<file path="src/rtl/input_debouncer.sv">
// Debounces a raw single-bit input into a clean, clock-aligned level with rise/fall pulses.
// Define DEBOUNCE_SYNC_EN to insert a two-flop synchronizer ahead of the stability counter.
module input_debouncer #(
    parameter int unsigned STABLE_CYCLES = 4,
    parameter int unsigned CNT_W         = 8
) (
    input  logic       clk,
    input  logic       reset,
    input  logic       din,
    input  logic       clr,
    output logic       dout,
    output logic       rise,
    output logic       fall,
    output logic       busy,
    output logic [7:0] edge_cnt
);

    localparam logic [CNT_W-1:0] LastCount = CNT_W'(STABLE_CYCLES - 1);

    logic             s;
    logic [CNT_W-1:0] cnt_q, cnt_d;
    logic             dout_q, dout_d;
    logic             rise_q, rise_d;
    logic             fall_q, fall_d;
    logic [7:0]       edge_q, edge_d;

`ifdef DEBOUNCE_SYNC_EN
    logic s1_q, s2_q;

    always_ff @(posedge clk or negedge reset) begin
        if (!reset) begin
            s1_q <= 1'b0;
            s2_q <= 1'b0;
        end else begin
            s1_q <= din;
            s2_q <= s1_q;
        end
    end

    assign s = s2_q;
`else
    logic s1_q;

    always_ff @(posedge clk or negedge reset) begin
        if (!reset) begin
            s1_q <= 1'b0;
        end else begin
            s1_q <= din;
        end
    end

    assign s = s1_q;
`endif

    always_comb begin
        cnt_d  = cnt_q;
        dout_d = dout_q;
        rise_d = 1'b0;
        fall_d = 1'b0;
        edge_d = edge_q;

        if (s != dout_q) begin
            if (cnt_q == LastCount) begin
                dout_d = s;
                cnt_d  = '0;
                rise_d = s;
                fall_d = ~s;
            end else begin
                cnt_d = cnt_q + CNT_W'(1);
            end
        end else begin
            // Sample fell back to the accepted level: drop the candidate.
            cnt_d = '0;
        end

        if (clr) begin
            edge_d = '0;
        end else if (rise_d || fall_d) begin
            edge_d = edge_q + 8'd1;
        end
    end

    always_ff @(posedge clk or negedge reset) begin
        if (!reset) begin
            cnt_q  <= '0;
            dout_q <= 1'b0;
            rise_q <= 1'b0;
            fall_q <= 1'b0;
            edge_q <= '0;
        end else begin
            cnt_q  <= cnt_d;
            dout_q <= dout_d;
            rise_q <= rise_d;
            fall_q <= fall_d;
            edge_q <= edge_d;
        end
    end

    assign dout     = dout_q;
    assign rise     = rise_q;
    assign fall     = fall_q;
    assign busy     = (cnt_q != '0);
    assign edge_cnt = edge_q;

endmodule

</file>
<file path="config.mk">
export PLATFORM = sky130hd
export DESIGN_NAME = input_debouncer
export DESIGN_NICKNAME = d
export VERILOG_FILES = /design/src/rtl/input_debouncer.sv
export SDC_FILE = /design/constraint.sdc
export NUM_CORES = 1
export LEC_CHECK = 0
export BUFFER_PORTS_ARGS = -buffer_cell sky130_fd_sc_hd__buf_4
export CORE_MARGIN = 2
export CORE_UTILIZATION = 45
export CTS_BUF_LIST = sky130_fd_sc_hd__clkbuf_8 sky130_fd_sc_hd__clkbuf_16
export CTS_CLUSTER_SIZE = 12
export DETAILED_ROUTE_END_ITERATION = 8
export HOLD_SLACK_MARGIN = 0.08
export MAX_ROUTING_LAYER = met4
export PLACE_DENSITY = 0.68
export SYNTH_ARGS = -nofsm -noshare
export SYNTH_HDL_FRONTEND = slang
export SYNTH_SLANG_ARGS = --single-unit
</file>
<file path="constraint.sdc">
create_clock -name clk -period 3.9 [get_ports clk]
set_input_delay 0.78 -clock clk [delete_from_list [all_inputs] [get_ports clk]]
set_output_delay 0.78 -clock clk [all_outputs]
set_load 0.03 [all_outputs]
</file>
==> results of run 1 <==
[path summary, 6_finish.rpt]
path	from	end	slack, ps	cells after the start
max reg2reg	cnt_q[0]	edge_cnt[7]	2040	5
min reg2reg	s	fall	500	1
min in group clk	s	fall	500	1
max	cnt_q[4]	busy	1690	3
min	reset	edge_cnt[4]	390	1
max in group asynchronous	reset	edge_cnt[0]	3310	1
[synth_stat cells, types with 2 or more instances]
cell	count	area (um^2)
xnor2_1	2	17.5
o31ai_1	2	15.0
inv_1	2	7.51
a21oi_1	5	25.0
nand2_1	3	11.3
nor3b_1	2	15.0
or3_1	2	12.5
o21ai_0	3	15.0
nand4_1	3	18.8
ha_1	3	37.5
dfrtp_1	20	500
nand3_1	6	30.0
or4_1	2	15.0
nor2_1	11	41.3
xor2_1	7	61.3
[worst reg2reg max path, delay by kind of cell (launching register included)]
kind                     cells  cell delay [ps]
AND/OR/NAND/NOR              3             1000
flip-flops                   1              400
adder cells (fa/ha/maj)      1              250
AO/OA/AOI/OAI                1              160
[sequential cells by signal, indices dropped and copies added, names as in the netlist]
name,count
cnt_q,8
dout,1
edge_cnt,8
fall,1
rise,1
s,1
[logic make-up after synthesis]
group	synth area share, %
xor+xnor	8.45
flops	53.6
buf+inv	1.21
compound gates	5.90
mux	2.28
fa+ha+maj	4.02
simple gates	24.5
[cells in the final DEF (no fill, tap or decap)]
cell type / synthesis / final
dfrtp_1: 20 / 20
buf_4: 0 / 15
nor2_1: 11 / 11
xor2_1: 7 / 7
nand3_1: 6 / 6
a21oi_1: 5 / 5
nand2_1: 3 / 3
nand4_1: 3 / 3
o21ai_0: 3 / 3
ha_1: 3 / 3
clkbuf_8: 0 / 3
inv_1: 2 / 2
xnor2_1: 2 / 2
nor3b_1: 2 / 2
o31ai_1: 2 / 2
or4_1: 2 / 2
or3_1: 2 / 2
nor4_4: 1 / 1
nor3b_2: 1 / 1
nand2_4: 1 / 1
and3_2: 1 / 1
and3_1: 1 / 1
and2_1: 1 / 1
mux2_2: 1 / 1
nand4_2: 1 / 1
or3_2: 1 / 1
mux2i_1: 1 / 1
bufinv_16: 0 / 1
[power breakdown]
part / internal (mW) / total (mW) / switching, mW / leakage [nW]
registers: 0.228 / 0.251 / 0.0238 / 0.273
logic: 0.0561 / 0.151 / 0.0947 / 0.234
clock network: 0.137 / 0.205 / 0.0680 / 0.0357
total: 0.421 / 0.607 / 0.187 / 0.542
[area by class of cell]
type,count,area [um^2]
repair buffers,15,113
well taps,27,33.8
fillers,186,815
clock buffers,3,41.3
flip-flops and latches,20,500
clock inverters,1,30.0
multi-input cells,61,422
inverters,2,7.51
[metrics by stage]
step / area, um^2 / power [mW] / hold slack, ps
2_1_floorplan: 933 / 0.356 / 447
3_3_place_gp: 1080 / 0.404 / 466
3_5_place_dp: 1080 / 0.409 / 482
4_1_cts: 1150 / 0.616 / 394
5_1_grt: 1150 / 0.643 / 395
6_report: 1150 / 0.607 / 385
[layer usage]
| layer | GRT usage, % | wire length [um] | up-vias |
|---|---|---|---|
| met1 | 19.1 | 784 | 315 |
| met4 | 6.94 | 23 | 0 |
| li1 | - | - | 333 |
| met5 | - | 0 | - |
| met2 | 24.2 | 769 | 13 |
| met3 | 2.73 | 57 | 4 |
==> results.json, run 1 <==
{
  "vias": 665,
  "rows": 16,
  "avgRoutedWirePerCell_um": 12.7,
  "crit_arrival_ps": 1430,
  "max_cap_violations": 0,
  "synthCells": 84,
  "vias_per_cell": 5.16,
  "worst-path-buf-inv": 1,
  "place_ws_ps": 1970,
  "portBuffers": 15,
  "cts-root-buf": "clkbuf_8",
  "cts_made_buffers": 3,
  "syn_nets": 91,
  "antenna_found_initial": 0,
  "syn-cell-area_um2": 933,
  "finalHoldViolations": 0,
  "die_height_um": 49.5,
  "drive_above_1_share_pct": 25.5,
  "clkSlewWorstSetupHoldPaths_ps": 80,
  "async_flop_share_pct": 100,
  "finalMaxSlewViolations": 0,
  "drtPass1Iterations": 4,
  "finalSetupViolations": 0,
  "drt-total-wl_um": 1630,
  "grt_pass1_wl_um": 2770,
  "slowest_delay_ps": 440,
  "ctsHoldBuffers": 0,
  "crit_path_cell_trace": "nor4_4 -> nand3_1 -> buf_4",
  "gr-usage-all-layers_pct": 15.3,
  "areaGrowthSynthToFinish_pct": 22.9,
  "ys.flop_type": "dfrtp_1",
  "cts_setup_buffers": 0,
  "route.detailed.drc": 0,
  "postSynthAreaPerCell_um2": 11.1,
  "dieArea_um2": 2450,
  "worst_pin_slew_ps": 411,
  "insertion_delay_ps": 260,
  "run_status": "finished, final reports clean",
  "dp_cells": 125,
  "p_leak_nw": 0.542,
  "min_period_over_period_pct": 56.7,
  "worstHoldPathType": "in -> async",
  "cpMaxStageDelayCell": "dfrtp_1",
  "fin_crit_ps": 2210,
  "ys_seq_area_share_pct": 53.6,
  "cts_resized": 0,
  "relSlewSlack_pct": 72.5,
  "cp_max_fo": 4,
  "routabilityCongestion": 0.807,
  "yosysWarnings": 0,
  "yosysUniqueCellTypes": 26,
  "grt_setup_unrepaired": "false",
  "clock_path_buffers": 2,
  "layout.nets": 110,
  "skew_ps": 6.07,
  "final_cells": 129,
  "core-area_um2": 1960,
  "initial_core_util_pct": 47.6,
  "clock-sinks": 20,
  "critical_path_class": "reg -> out",
  "dp_hpwl_um": 1220,
  "synth_edf_count": 0,
  "pwr_density_cell_nw_per_um2": 529,
  "cp_top_family": "simple AND/OR/NAND/NOR gates",
  "grt_pass1_vias": 625,
  "ant_nets": 0,
  "die_x_um": 49.5,
  "fin_ws_ps": 1690,
  "cp-start-kind": "flop",
  "tritoncts": "yes",
  "required_ps": 3120,
  "cts_max_level": 1,
  "antenna_cells": 0,
  "fin_tns_setup_ps": 0,
  "grt_start_max_net_pins": 21,
  "initialDrtViolationCount": 7,
  "grt-ovfl-total": 0,
  "vdd_ir_drop_max_mv": 0.398,
  "end_kind": "output pin",
  "clock.fmax_ghz": 0.453,
  "synth_seq_cells": 20,
  "utilization_pct": 58.5,
  "io-pin-count": 16
}
Power figures use the tool's default switching activity.
==> run 2, diff against run 1 <==
Settings changed: PLACE_DENSITY 0.68 to 0.71.
Clock period 3.9 ns to 2 ns, I/O delays scaled along.
==> results.json, run 2 (synthesized netlist as in run 1, its figures left out) <==
{
  "relSlewSlack_pct": 74.9,
  "rows": 16,
  "grt_start_max_net_pins": 21,
  "vias": 710,
  "io-pin-count": 16,
  "drtPass1Iterations": 4,
  "end_kind": "output pin",
  "initialDrtViolationCount": 9,
  "final_cell_mix": "20 x dfrtp_1, 16 x buf_4, 11 x nor2_1",
  "crit_arrival_ps": 1440,
  "cts_made_buffers": 3,
  "grt_pass1_vias": 683,
  "vias_per_cell": 5.42,
  "run_status": "finished, final reports clean",
  "areaGrowthSynthToFinish_pct": 23.7,
  "finalMaxSlewViolations": 0,
  "fin_crit_ps": 1840,
  "vdd_ir_drop_max_mv": 0.604,
  "required_ps": 1600,
  "clock-sinks": 20,
  "clkSlewWorstSetupHoldPaths_ps": 70,
  "dp_hpwl_um": 1220,
  "cts_max_level": 1,
  "cp_top_family": "simple AND/OR/NAND/NOR gates",
  "antenna_cells": 0,
  "initial_core_util_pct": 47.6,
  "fin_tns_setup_ps": 0,
  "clock.fmax_ghz": 0.543,
  "route.detailed.drc": 0,
  "grt-ovfl-total": 0,
  "worstHoldPathType": "in -> reg",
  "finalHoldViolations": 0,
  "drive_above_1_share_pct": 26.0,
  "critical_path_class": "reg -> out",
  "slowest_delay_ps": 440,
  "cp-start-kind": "flop",
  "num-fill-cells": 171,
  "multi_input_area_um2": 428,
  "seqCellArea_um2": 500,
  "final_common_cell": "dfrtp_1",
  "cp_max_fo": 4,
  "gr-usage-all-layers_pct": 16.2,
  "dieArea_um2": 2450,
  "drt-total-wl_um": 1750,
  "die_height_um": 49.5,
  "grt_setup_unrepaired": "false",
  "pwr_density_cell_nw_per_um2": 959,
  "tritoncts": "yes",
  "avgRoutedWirePerCell_um": 13.4,
  "die_x_um": 49.5,
  "finalSetupViolations": 0,
  "crit_path_cell_trace": "nor4_4 -> nand3_1 -> buf_4",
  "cpMaxStageDelayCell": "dfrtp_1",
  "min_period_over_period_pct": 92.1,
  "portBuffers": 15,
  "max_cap_violations": 0,
  "p_leak_nw": 0.542,
  "clock_path_buffers": 2,
  "worst-path-buf-inv": 1,
  "insertion_delay_ps": 250,
  "skew_ps": 1.18,
  "antenna_found_initial": 0,
  "ant_nets": 0,
  "core-area_um2": 1960,
  "worst_pin_slew_ps": 374,
  "layout.nets": 112,
  "routabilityCongestion": 0.836,
  "hold_slack_ps": 251,
  "cts_setup_buffers": 0,
  "grt_pass1_wl_um": 2970,
  "cts-root-buf": "clkbuf_8"
}
==> run 2: cell count changes in the layout (fill, tap and decap cells not counted), sizes merged <==
cell | before | now
buf | 15 | 16
bufinv | 1 | 0
clkbuf | 3 | 4
dlygate4sd3 | 0 | 1
==> run 2: worst paths after layout <==
kind | startpoint | endpoint | slack, ps | cells after the start
max | cnt_q[4] | busy | 160 | 3
min | din | s | 250 | 1
max reg2reg | cnt_q[0] | edge_cnt[5] | 190 | 5
min reg2reg | cnt_q[0] | cnt_q[0] | 480 | 1
max in group asynchronous | reset | cnt_q[3] | 1230 | 2
min in group asynchronous | reset | cnt_q[4] | 570 | 2
==> run 2: timing repair <==
action | in CTS | in global routing
hold endpoints to repair | 20 | 0
setup endpoints to repair | 0 | 2
hold buffers | 1 | 0
resized for setup | 0 | 1
==> run 2: report_power, final <==
part           internal [mW]  leakage [nW]  switching [mW]
combinational          0.127         0.241           0.191
clock                  0.175        0.0288           0.126
sequential             0.444         0.273          0.0456
total                  0.745         0.542           0.362
==> run 2: metal layers <==
metal	up-vias	routed length [um]	GRT usage, %
met2	9	917	27.6
met3	2	35	2.73
met5	-	0	-
met4	0	24	5.56
met1	361	775	19.3
li1	338	-	-
==> run 2: layout make-up <==
class	instances	share of cell area, %
timing repair buffer	17	11.3
tap	27	2.93
multi-input combinational	61	37.1
inverter	2	0.650
sequential	20	43.3
clock buffer	4	4.77
==> run 2: stage by stage <==
stage	area, um^2	power [mW]	utilization [%]	instances	worst slack (ps)
floorplan	933	0.695	-	84	269
global placement	1080	0.805	55.2	126	258
detailed placement	1080	0.809	55.2	126	193
CTS	1150	1.11	58.5	131	147
global route	1150	1.18	58.9	131	34.0
finish	1150	1.11	58.9	131	159
==> run 2: worst register-to-register path, cell delays in order (launching register included) <==
cell     delay [ps]
dfrtp_1         380
ha_1            250
nor3b_4         300
nand2_4         120
or4_1           520
a21oi_1         160
